File: config.mk
export PLATFORM = sky130hd
export DESIGN_NAME = seg_display_scheduler_flat
export DESIGN_NICKNAME = d
export VERILOG_FILES = /design/src/rtl/seg_display_scheduler_if.sv /design/src/rtl/seg_display_scheduler.sv /design/src/flat_wrapper.sv
export SDC_FILE = /design/constraint.sdc
export NUM_CORES = 1
export LEC_CHECK = 0
export BUFFER_PORTS_ARGS = -buffer_cell sky130_fd_sc_hd__buf_2
export CAP_MARGIN = 20
export CORE_MARGIN = 2
export CORE_UTILIZATION = 24
export DETAILED_ROUTE_END_ITERATION = 8
export HOLD_SLACK_MARGIN = 0.05
export SLEW_MARGIN = 20
export SYNTH_ARGS = -nofsm -noshare
export SYNTH_HDL_FRONTEND = slang
export SYNTH_SLANG_ARGS = --single-unit
File: constraint.sdc
create_clock -name clk -period 4.3 [get_ports clk]
set_input_delay 0.43 -clock clk [delete_from_list [all_inputs] [get_ports clk]]
set_output_delay 0.43 -clock clk [all_outputs]
set_load 0.02 [all_outputs]
File: src/rtl/seg_display_scheduler_if.sv
// Requester/display bundle for seg_display_scheduler.
//   req   : per-requester request, held high until acked
//   data  : four packed 8-bit values, byte i belongs to requester i
//   ack   : one-hot single-cycle grant pulse
//   src   : index of the source currently on the display
//   busy  : scheduler is converting or showing a value
//   Y     : active-low segments
//   en    : active-low one-cold digit anodes
// The master side drives requests; the slave side is the scheduler.
interface seg_display_scheduler_if;
  logic [3:0]  req;
  logic [31:0] data;
  logic [3:0]  ack;
  logic [1:0]  src;
  logic        busy;
  logic [6:0]  Y;
  logic [3:0]  en;

  modport master (
    output req, data,
    input  ack, src, busy, Y, en
  );

  modport slave (
    input  req, data,
    output ack, src, busy, Y, en
  );
endinterface

File: src/rtl/seg_display_scheduler.sv
// Shares a 4-digit multiplexed seven-segment display among 4 requesters.
// Round-robin arbitration with req/ack, the granted byte is converted to BCD by a
// sequential double-dabble (one bit per clock), then shown for DWELL full scan frames.
// Ports:
//   clk : system clock, posedge
//   rst : asynchronous active-low reset
//   bus : seg_display_scheduler_if.slave (req/data in; ack/src/busy/Y/en out)
module seg_display_scheduler #(
  parameter int unsigned REFRESH_DIV = 50000,
  parameter int unsigned DWELL       = 100
) (
  input logic                    clk,
  input logic                    rst,
  seg_display_scheduler_if.slave bus
);

  localparam int unsigned DwellEff = (DWELL == 0) ? 1 : DWELL;

  typedef enum logic [1:0] {StIdle, StConvert, StShow} state_e;

  state_e      state_q, state_d;
  logic [31:0] presc_q, presc_d;
  logic [3:0]  en_q, en_d;
  logic [6:0]  y_q, y_d;
  logic [3:0]  ack_q, ack_d;
  logic [1:0]  src_q, src_d;
  logic [1:0]  rr_q, rr_d;
  logic [7:0]  bin_q, bin_d;
  logic [8:0]  bcd_q, bcd_d;
  logic [2:0]  bit_cnt_q, bit_cnt_d;
  logic [31:0] frm_cnt_q, frm_cnt_d;
  logic [3:0]  ones_q, ones_d;
  logic [3:0]  tens_q, tens_d;
  logic [1:0]  hund_q, hund_d;

  logic        tick;
  logic        frame_done;
  logic [3:0]  digit_sel;
  logic        grant_vld;
  logic [1:0]  grant_idx;
  logic [8:0]  bcd_adj;
  logic [9:0]  bcd_shift;

  function automatic logic [6:0] seg7(input logic [3:0] d);
    logic [6:0] s;
    case (d)
      4'd0:    s = 7'b0000001;
      4'd1:    s = 7'b1001111;
      4'd2:    s = 7'b0010010;
      4'd3:    s = 7'b0000110;
      4'd4:    s = 7'b1001100;
      4'd5:    s = 7'b0100100;
      4'd6:    s = 7'b0100000;
      4'd7:    s = 7'b0001111;
      4'd8:    s = 7'b0000000;
      4'd9:    s = 7'b0000100;
      default: s = 7'b1111111;
    endcase
    return s;
  endfunction

  // Prescaler, anode scan and registered segment select. Runs in every state.
  always_comb begin
    tick       = (presc_q == REFRESH_DIV - 1);
    presc_d    = tick ? '0 : presc_q + 32'd1;
    en_d       = tick ? {en_q[2:0], en_q[3]} : en_q;
    frame_done = tick && (en_q == 4'b0111);
    case (en_q)
      4'b1110: digit_sel = ones_q;
      4'b1101: digit_sel = tens_q;
      4'b1011: digit_sel = {2'b00, hund_q};
      default: digit_sel = 4'd0;  // thousands digit is always 0
    endcase
    y_d = seg7(digit_sel);
  end

  // Round-robin search starting one past the last granted source.
  always_comb begin
    grant_vld = 1'b0;
    grant_idx = 2'd0;
    for (int k = 1; k <= 4; k++) begin
      logic [1:0] cand;
      cand = rr_q + 2'(k);
      if (!grant_vld && bus.req[cand]) begin
        grant_vld = 1'b1;
        grant_idx = cand;
      end
    end
  end

  // One double-dabble step: add 3 to nibbles >= 5, then shift in the next binary bit.
  // Before the final shift the value is < 128, so one hundreds bit is enough in bcd_q.
  always_comb begin
    bcd_adj = bcd_q;
    if (bcd_q[3:0] >= 4'd5) bcd_adj[3:0] = bcd_q[3:0] + 4'd3;
    if (bcd_q[7:4] >= 4'd5) bcd_adj[7:4] = bcd_q[7:4] + 4'd3;
    bcd_shift = {bcd_adj, bin_q[7]};
  end

  always_comb begin
    state_d   = state_q;
    ack_d     = 4'b0000;
    src_d     = src_q;
    rr_d      = rr_q;
    bin_d     = bin_q;
    bcd_d     = bcd_q;
    bit_cnt_d = bit_cnt_q;
    frm_cnt_d = frm_cnt_q;
    ones_d    = ones_q;
    tens_d    = tens_q;
    hund_d    = hund_q;
    case (state_q)
      StIdle: begin
        if (grant_vld) begin
          ack_d     = 4'b0001 << grant_idx;
          src_d     = grant_idx;
          rr_d      = grant_idx;
          bin_d     = bus.data[8*grant_idx +: 8];
          bcd_d     = '0;
          bit_cnt_d = '0;
          frm_cnt_d = '0;
          state_d   = StConvert;
        end
      end
      StConvert: begin
        bcd_d     = bcd_shift[8:0];
        bin_d     = {bin_q[6:0], 1'b0};
        bit_cnt_d = bit_cnt_q + 3'd1;
        if (bit_cnt_q == 3'd7) begin
          // Digits update only here so a partial conversion is never displayed.
          ones_d  = bcd_shift[3:0];
          tens_d  = bcd_shift[7:4];
          hund_d  = bcd_shift[9:8];
          state_d = StShow;
        end
      end
      StShow: begin
        if (frame_done) begin
          if (frm_cnt_q + 32'd1 == DwellEff) begin
            frm_cnt_d = '0;
            state_d   = StIdle;
          end else begin
            frm_cnt_d = frm_cnt_q + 32'd1;
          end
        end
      end
      default: state_d = StIdle;
    endcase
  end

  always_ff @(posedge clk or negedge rst) begin
    if (!rst) begin
      state_q   <= StIdle;
      presc_q   <= '0;
      en_q      <= 4'b1110;
      y_q       <= 7'b0000001;
      ack_q     <= '0;
      src_q     <= '0;
      rr_q      <= 2'd3;  // source 0 gets first priority
      bin_q     <= '0;
      bcd_q     <= '0;
      bit_cnt_q <= '0;
      frm_cnt_q <= '0;
      ones_q    <= '0;
      tens_q    <= '0;
      hund_q    <= '0;
    end else begin
      state_q   <= state_d;
      presc_q   <= presc_d;
      en_q      <= en_d;
      y_q       <= y_d;
      ack_q     <= ack_d;
      src_q     <= src_d;
      rr_q      <= rr_d;
      bin_q     <= bin_d;
      bcd_q     <= bcd_d;
      bit_cnt_q <= bit_cnt_d;
      frm_cnt_q <= frm_cnt_d;
      ones_q    <= ones_d;
      tens_q    <= tens_d;
      hund_q    <= hund_d;
    end
  end

  assign bus.ack  = ack_q;
  assign bus.src  = src_q;
  assign bus.busy = (state_q != StIdle);
  assign bus.Y    = y_q;
  assign bus.en   = en_q;

endmodule
File: src/flat_wrapper.sv
// flat-port wrapper written by rule: the top's interface ports become plain ports
module seg_display_scheduler_flat 
#(
  parameter int unsigned REFRESH_DIV = 50000,
  parameter int unsigned DWELL       = 100
)
  (clk, rst, bus_req, bus_data, bus_ack, bus_src, bus_busy, bus_Y, bus_en);
  seg_display_scheduler_if bus_i ();
  input logic clk;
  input logic rst;
  input wire logic [$bits(bus_i.req)-1:0] bus_req;
  input wire logic [$bits(bus_i.data)-1:0] bus_data;
  output wire logic [$bits(bus_i.ack)-1:0] bus_ack;
  output wire logic [$bits(bus_i.src)-1:0] bus_src;
  output wire logic [$bits(bus_i.busy)-1:0] bus_busy;
  output wire logic [$bits(bus_i.Y)-1:0] bus_Y;
  output wire logic [$bits(bus_i.en)-1:0] bus_en;
  assign bus_i.req = bus_req;
  assign bus_i.data = bus_data;
  assign bus_ack = bus_i.ack;
  assign bus_src = bus_i.src;
  assign bus_busy = bus_i.busy;
  assign bus_Y = bus_i.Y;
  assign bus_en = bus_i.en;
  seg_display_scheduler #(.REFRESH_DIV(REFRESH_DIV), .DWELL(DWELL)) u_core (.clk(clk), .rst(rst), .bus(bus_i));
endmodule
==> metrics.txt <==
Area growth syn-to-layout=18.9%; Slew HR=0.362; DRC violations left=0; setup_tns=0 ns; outcome=finished clean; final setup violating endpoints=0; Final HPWL DP=~11 mm; Starting Density=0.242; maximum number of pins on one net before global-route repair=between 40 and 50; final net count=about 830; CTS tree=done; critical path type=flip-flop to flip-flop; Port-buffer cells=55; FMAX=approximately 310 MHz; HP Class=input port to flip-flop; PostCTS Resize Cnt=0; post-route ant nets=0; worst-margin pin slew=approximately 0.95 ns; r2r endpoint=u_core.frm_cnt_q[13]$_DFFE_PN0P_; Hold Fails Final Rpt=0; Die Y-Extent=between 150 and 200 µm; most common flop cell mapped by yosys=dfrtp_1; Hold Crit Start=bus_data[16]; Iter 0 DRT Violations=a little under 400; Post-Route Skew=~0.0065 ns; met2 WL=between 7 and 8 mm; routed wire length=15.4 mm; crit path DAT=3.55 ns; met3 routed WL=between 600 and 700 µm; share of cells above drive strength 1=0.162; First-pass DRT Iterations=5; total gr overflow=0; R2R depth=10; Post-synth EDFFs=0; ys async rst share=1.00; antenna cells=0; Leak=~3.4 nW; row count=slightly above 60; routability cong.=roughly 0.9; synthesized area per cell=8.99 µm²; die width=171 µm; clock root cell=clkbuf_16; VDD IR-drop max=around 260 µV; critical path fanouts, max=28; reg2reg start=u_core.presc_q[0]$_DFF_PN0_; count of unique library cells instantiated by Yosys=57; Clock Path Buffers=2; unrepaired setup endpoints after global routing=no; H-tree levels=4; register area share after synthesis=0.431; CTS Buf Count=17; cell area power density=approximately 340 nW/µm²; Synth Register Bits=about 120; All-Layer GR Usage=0.112; top routing layer used=met4; fin util=0.288; clk_lat worst skew=0.42 ns; CP Capture Type=flip-flop; post-route clock period utilization=0.742; IO Pins=56; Hold Path Sink=u_core.bin_q[0]$_DFFE_PN0P_; Synth Instances=approximately 750; Setup crit start kind=flip-flop; Core Area=27600 µm²; via count=~5500; worst path required time=approximately 4.7 ns; max-slew violation total from the final report=0; # Max-Cap Violations=0; first-pass GRT wire length=around 26 mm; WL/cell=roughly 13 µm; clk sinks=around 120; WHS Path Cells=5; Worst R2R Setup Slack=around 1.1 ns; Syn Nets=between 700 and 800; Clock Pin Slew Worst Setup and Hold Paths=around 0.060 ns; synthesis warning total=0; fin crit period=3.19 ns; synthesized area=roughly 6700 µm²; vias in the first global route=~5200; Die Area=between 20000 and 30000 µm²; initial antenna violation count=0; Avg Vias per Cell=roughly 4.7; wl on met1=~7.4 mm
==> critical path: stages, from the launching register on <==
cell and delay (ns):
dfrtp_1 0.37, ha_1 0.18, and3_1 0.29, nand3_1 0.15, nor4_4 0.28, buf_4 0.26, a31oi_1 0.10, or2_1 0.57
buf_4 0.33, or4_1 0.50, nand3_1 0.09
==> final cells by class <==
cell class                      instances  area, µm²
Clock buffer                           18        439
Sequential cell                       115       2890
Timing Repair Buffer                   65        363
Inverter                               14       52.6
Multi-Input combinational cell        568       3570
Fill cell                            2965      19700
Tap cell                              378        473
Clock inverter                         14        176
==> cell families after synthesis <==
| logic type | after synthesis | share of synthesized area |
|---|---|---|
| muxes | 22 | 0.0348 |
| DFF | 115 | 0.431 |
| and+or+nand+nor | 334 | 0.268 |
| adders and majority gates | 14 | 0.0262 |
| xor gates and xnor gates | 37 | 0.0484 |
| AOI/OAI and AO/OA | 161 | 0.155 |
| buffers and inverters | 62 | 0.0368 |
==> how the worst max path moves through the flow <==
| stage | endpoint | start | depth (start not counted) | slack (ns) |
|---|---|---|---|---|
| after floorplan | u_core.frm_cnt_q[0]$_DFFE_PN0P_ | u_core.frm_cnt_q[0]$_DFFE_PN0P_ | 10 | 1.62 |
| after global placement | u_core.frm_cnt_q[16]$_DFFE_PN0P_ | u_core.presc_q[0]$_DFF_PN0_ | 10 | 1.16 |
| after detailed placement | u_core.frm_cnt_q[25]$_DFFE_PN0P_ | u_core.presc_q[0]$_DFF_PN0_ | 10 | 1.10 |
| after CTS | u_core.frm_cnt_q[25]$_DFFE_PN0P_ | u_core.presc_q[0]$_DFF_PN0_ | 10 | 1.08 |
| after global routing | u_core.frm_cnt_q[16]$_DFFE_PN0P_ | u_core.presc_q[0]$_DFF_PN0_ | 10 | 0.84 |
| final | u_core.frm_cnt_q[13]$_DFFE_PN0P_ | u_core.presc_q[0]$_DFF_PN0_ | 10 | 1.11 |
==> flip-flops by register name, summed over array words and instances (netlist names), 3 cells and up <==
name / cells
u_core.ones_q: 4
u_core.bus.Y: 7
u_core.bit_cnt_q: 3
u_core.frm_cnt_q: 32
u_core.tens_q: 4
u_core.bus.ack: 4
u_core.bin_q: 8
u_core.bcd_q: 9
u_core.presc_q: 32
u_core.bus.en: 4
==> cells in the final DEF (no fill, tap or decap), types with 15 or more instances in the layout <==
master / netlist / layout
o31ai_1: 15 / 15
a21oi_1: 41 / 41
clkbuf_16: 0 / 17
and3_1: 25 / 25
nand2_1: 72 / 72
a211oi_1: 16 / 15
buf_2: 10 / 54
nand3_1: 49 / 49
o21ai_0: 46 / 46
xnor2_1: 23 / 23
dfrtp_1: 109 / 109
nor2_1: 53 / 52
nor4_1: 15 / 15
nor2b_1: 16 / 16
nand4_1: 27 / 27
==> routing by layer <==
metal | track usage | vias to the layer above
met4 | 0.0461 | 0
met2 | 0.180 | 135
met5 | 0 | -
met1 | 0.149 | 2573
li1 | - | 2803
met3 | 0.0192 | 22
==> where the power goes <==
group	total [mW]	internal, mW	switching, mW	leakage [nW]
Sequential	1.11	1.10	0.0114	1.35
Clock	1.47	0.933	0.535	0.298
Combinational	0.130	0.0570	0.0726	1.78
Total	2.71	2.09	0.620	3.43
==> cells in the mapped netlist, types with 3 or more instances <==
| master | number | share of area |
|---|---|---|
| mux2i_1 | 12 | 0.018 |
| dfstp_2 | 6 | 0.024 |
| o21a_1 | 3 | 0.0034 |
| xnor2_1 | 23 | 0.030 |
| or2_2 | 7 | 0.0065 |
| xor2_1 | 14 | 0.018 |
| buf_2 | 10 | 0.0075 |
| a211oi_1 | 16 | 0.018 |
| nand3_1 | 49 | 0.037 |
| nand2b_1 | 9 | 0.0084 |
| or4_1 | 11 | 0.012 |
| o31ai_1 | 15 | 0.017 |
| nor4_1 | 15 | 0.014 |
| a21oi_1 | 41 | 0.031 |
| nor2b_1 | 16 | 0.015 |
| ha_1 | 14 | 0.026 |
| nor2_1 | 53 | 0.030 |
| nand4_1 | 27 | 0.025 |
| a22oi_1 | 3 | 0.0034 |
| nor3b_1 | 7 | 0.0078 |
| o41ai_1 | 6 | 0.0078 |
| and3_1 | 25 | 0.023 |
| a221o_1 | 7 | 0.010 |
| clkbuf_1 | 37 | 0.021 |
| nand2_1 | 72 | 0.040 |
| o21ai_1 | 4 | 0.0030 |
| nor4b_1 | 4 | 0.0052 |
| or3_1 | 9 | 0.0084 |
| mux2_2 | 10 | 0.017 |
| nor3_1 | 12 | 0.0090 |
| and4_1 | 5 | 0.0065 |
| dfrtp_1 | 109 | 0.41 |
| a22o_1 | 7 | 0.0092 |
| inv_1 | 14 | 0.0078 |
| o21ai_0 | 46 | 0.034 |
==> repair_timing <==
| item | in CTS | in global routing |
|---|---|---|
| hold endpoints to repair | 31 | 0 |
| hold buffers | 1 | 0 |
| setup buffers | 0 | 0 |
==> through the flow <==
| step | hold slack (ns) | instance area [µm²] | total power, mW | std cells | worst slack [ns] |
|---|---|---|---|---|---|
| 2_1_floorplan | 0.134 | 6700 | 1.20 | 745 | 1.62 |
| 3_3_place_gp | 0.422 | 7320 | 1.26 | 1138 | 1.16 |
| 3_5_place_dp | 0.423 | 7320 | 1.26 | 1138 | 1.10 |
| 4_1_cts | 0.417 | 7950 | 2.74 | 1171 | 1.08 |
| 5_1_grt | 0.489 | 7960 | 2.81 | 1172 | 0.839 |
| 6_report | 0.432 | 7960 | 2.71 | 1172 | 1.11 |
Note: power is estimated with default switching activity, not from simulation.
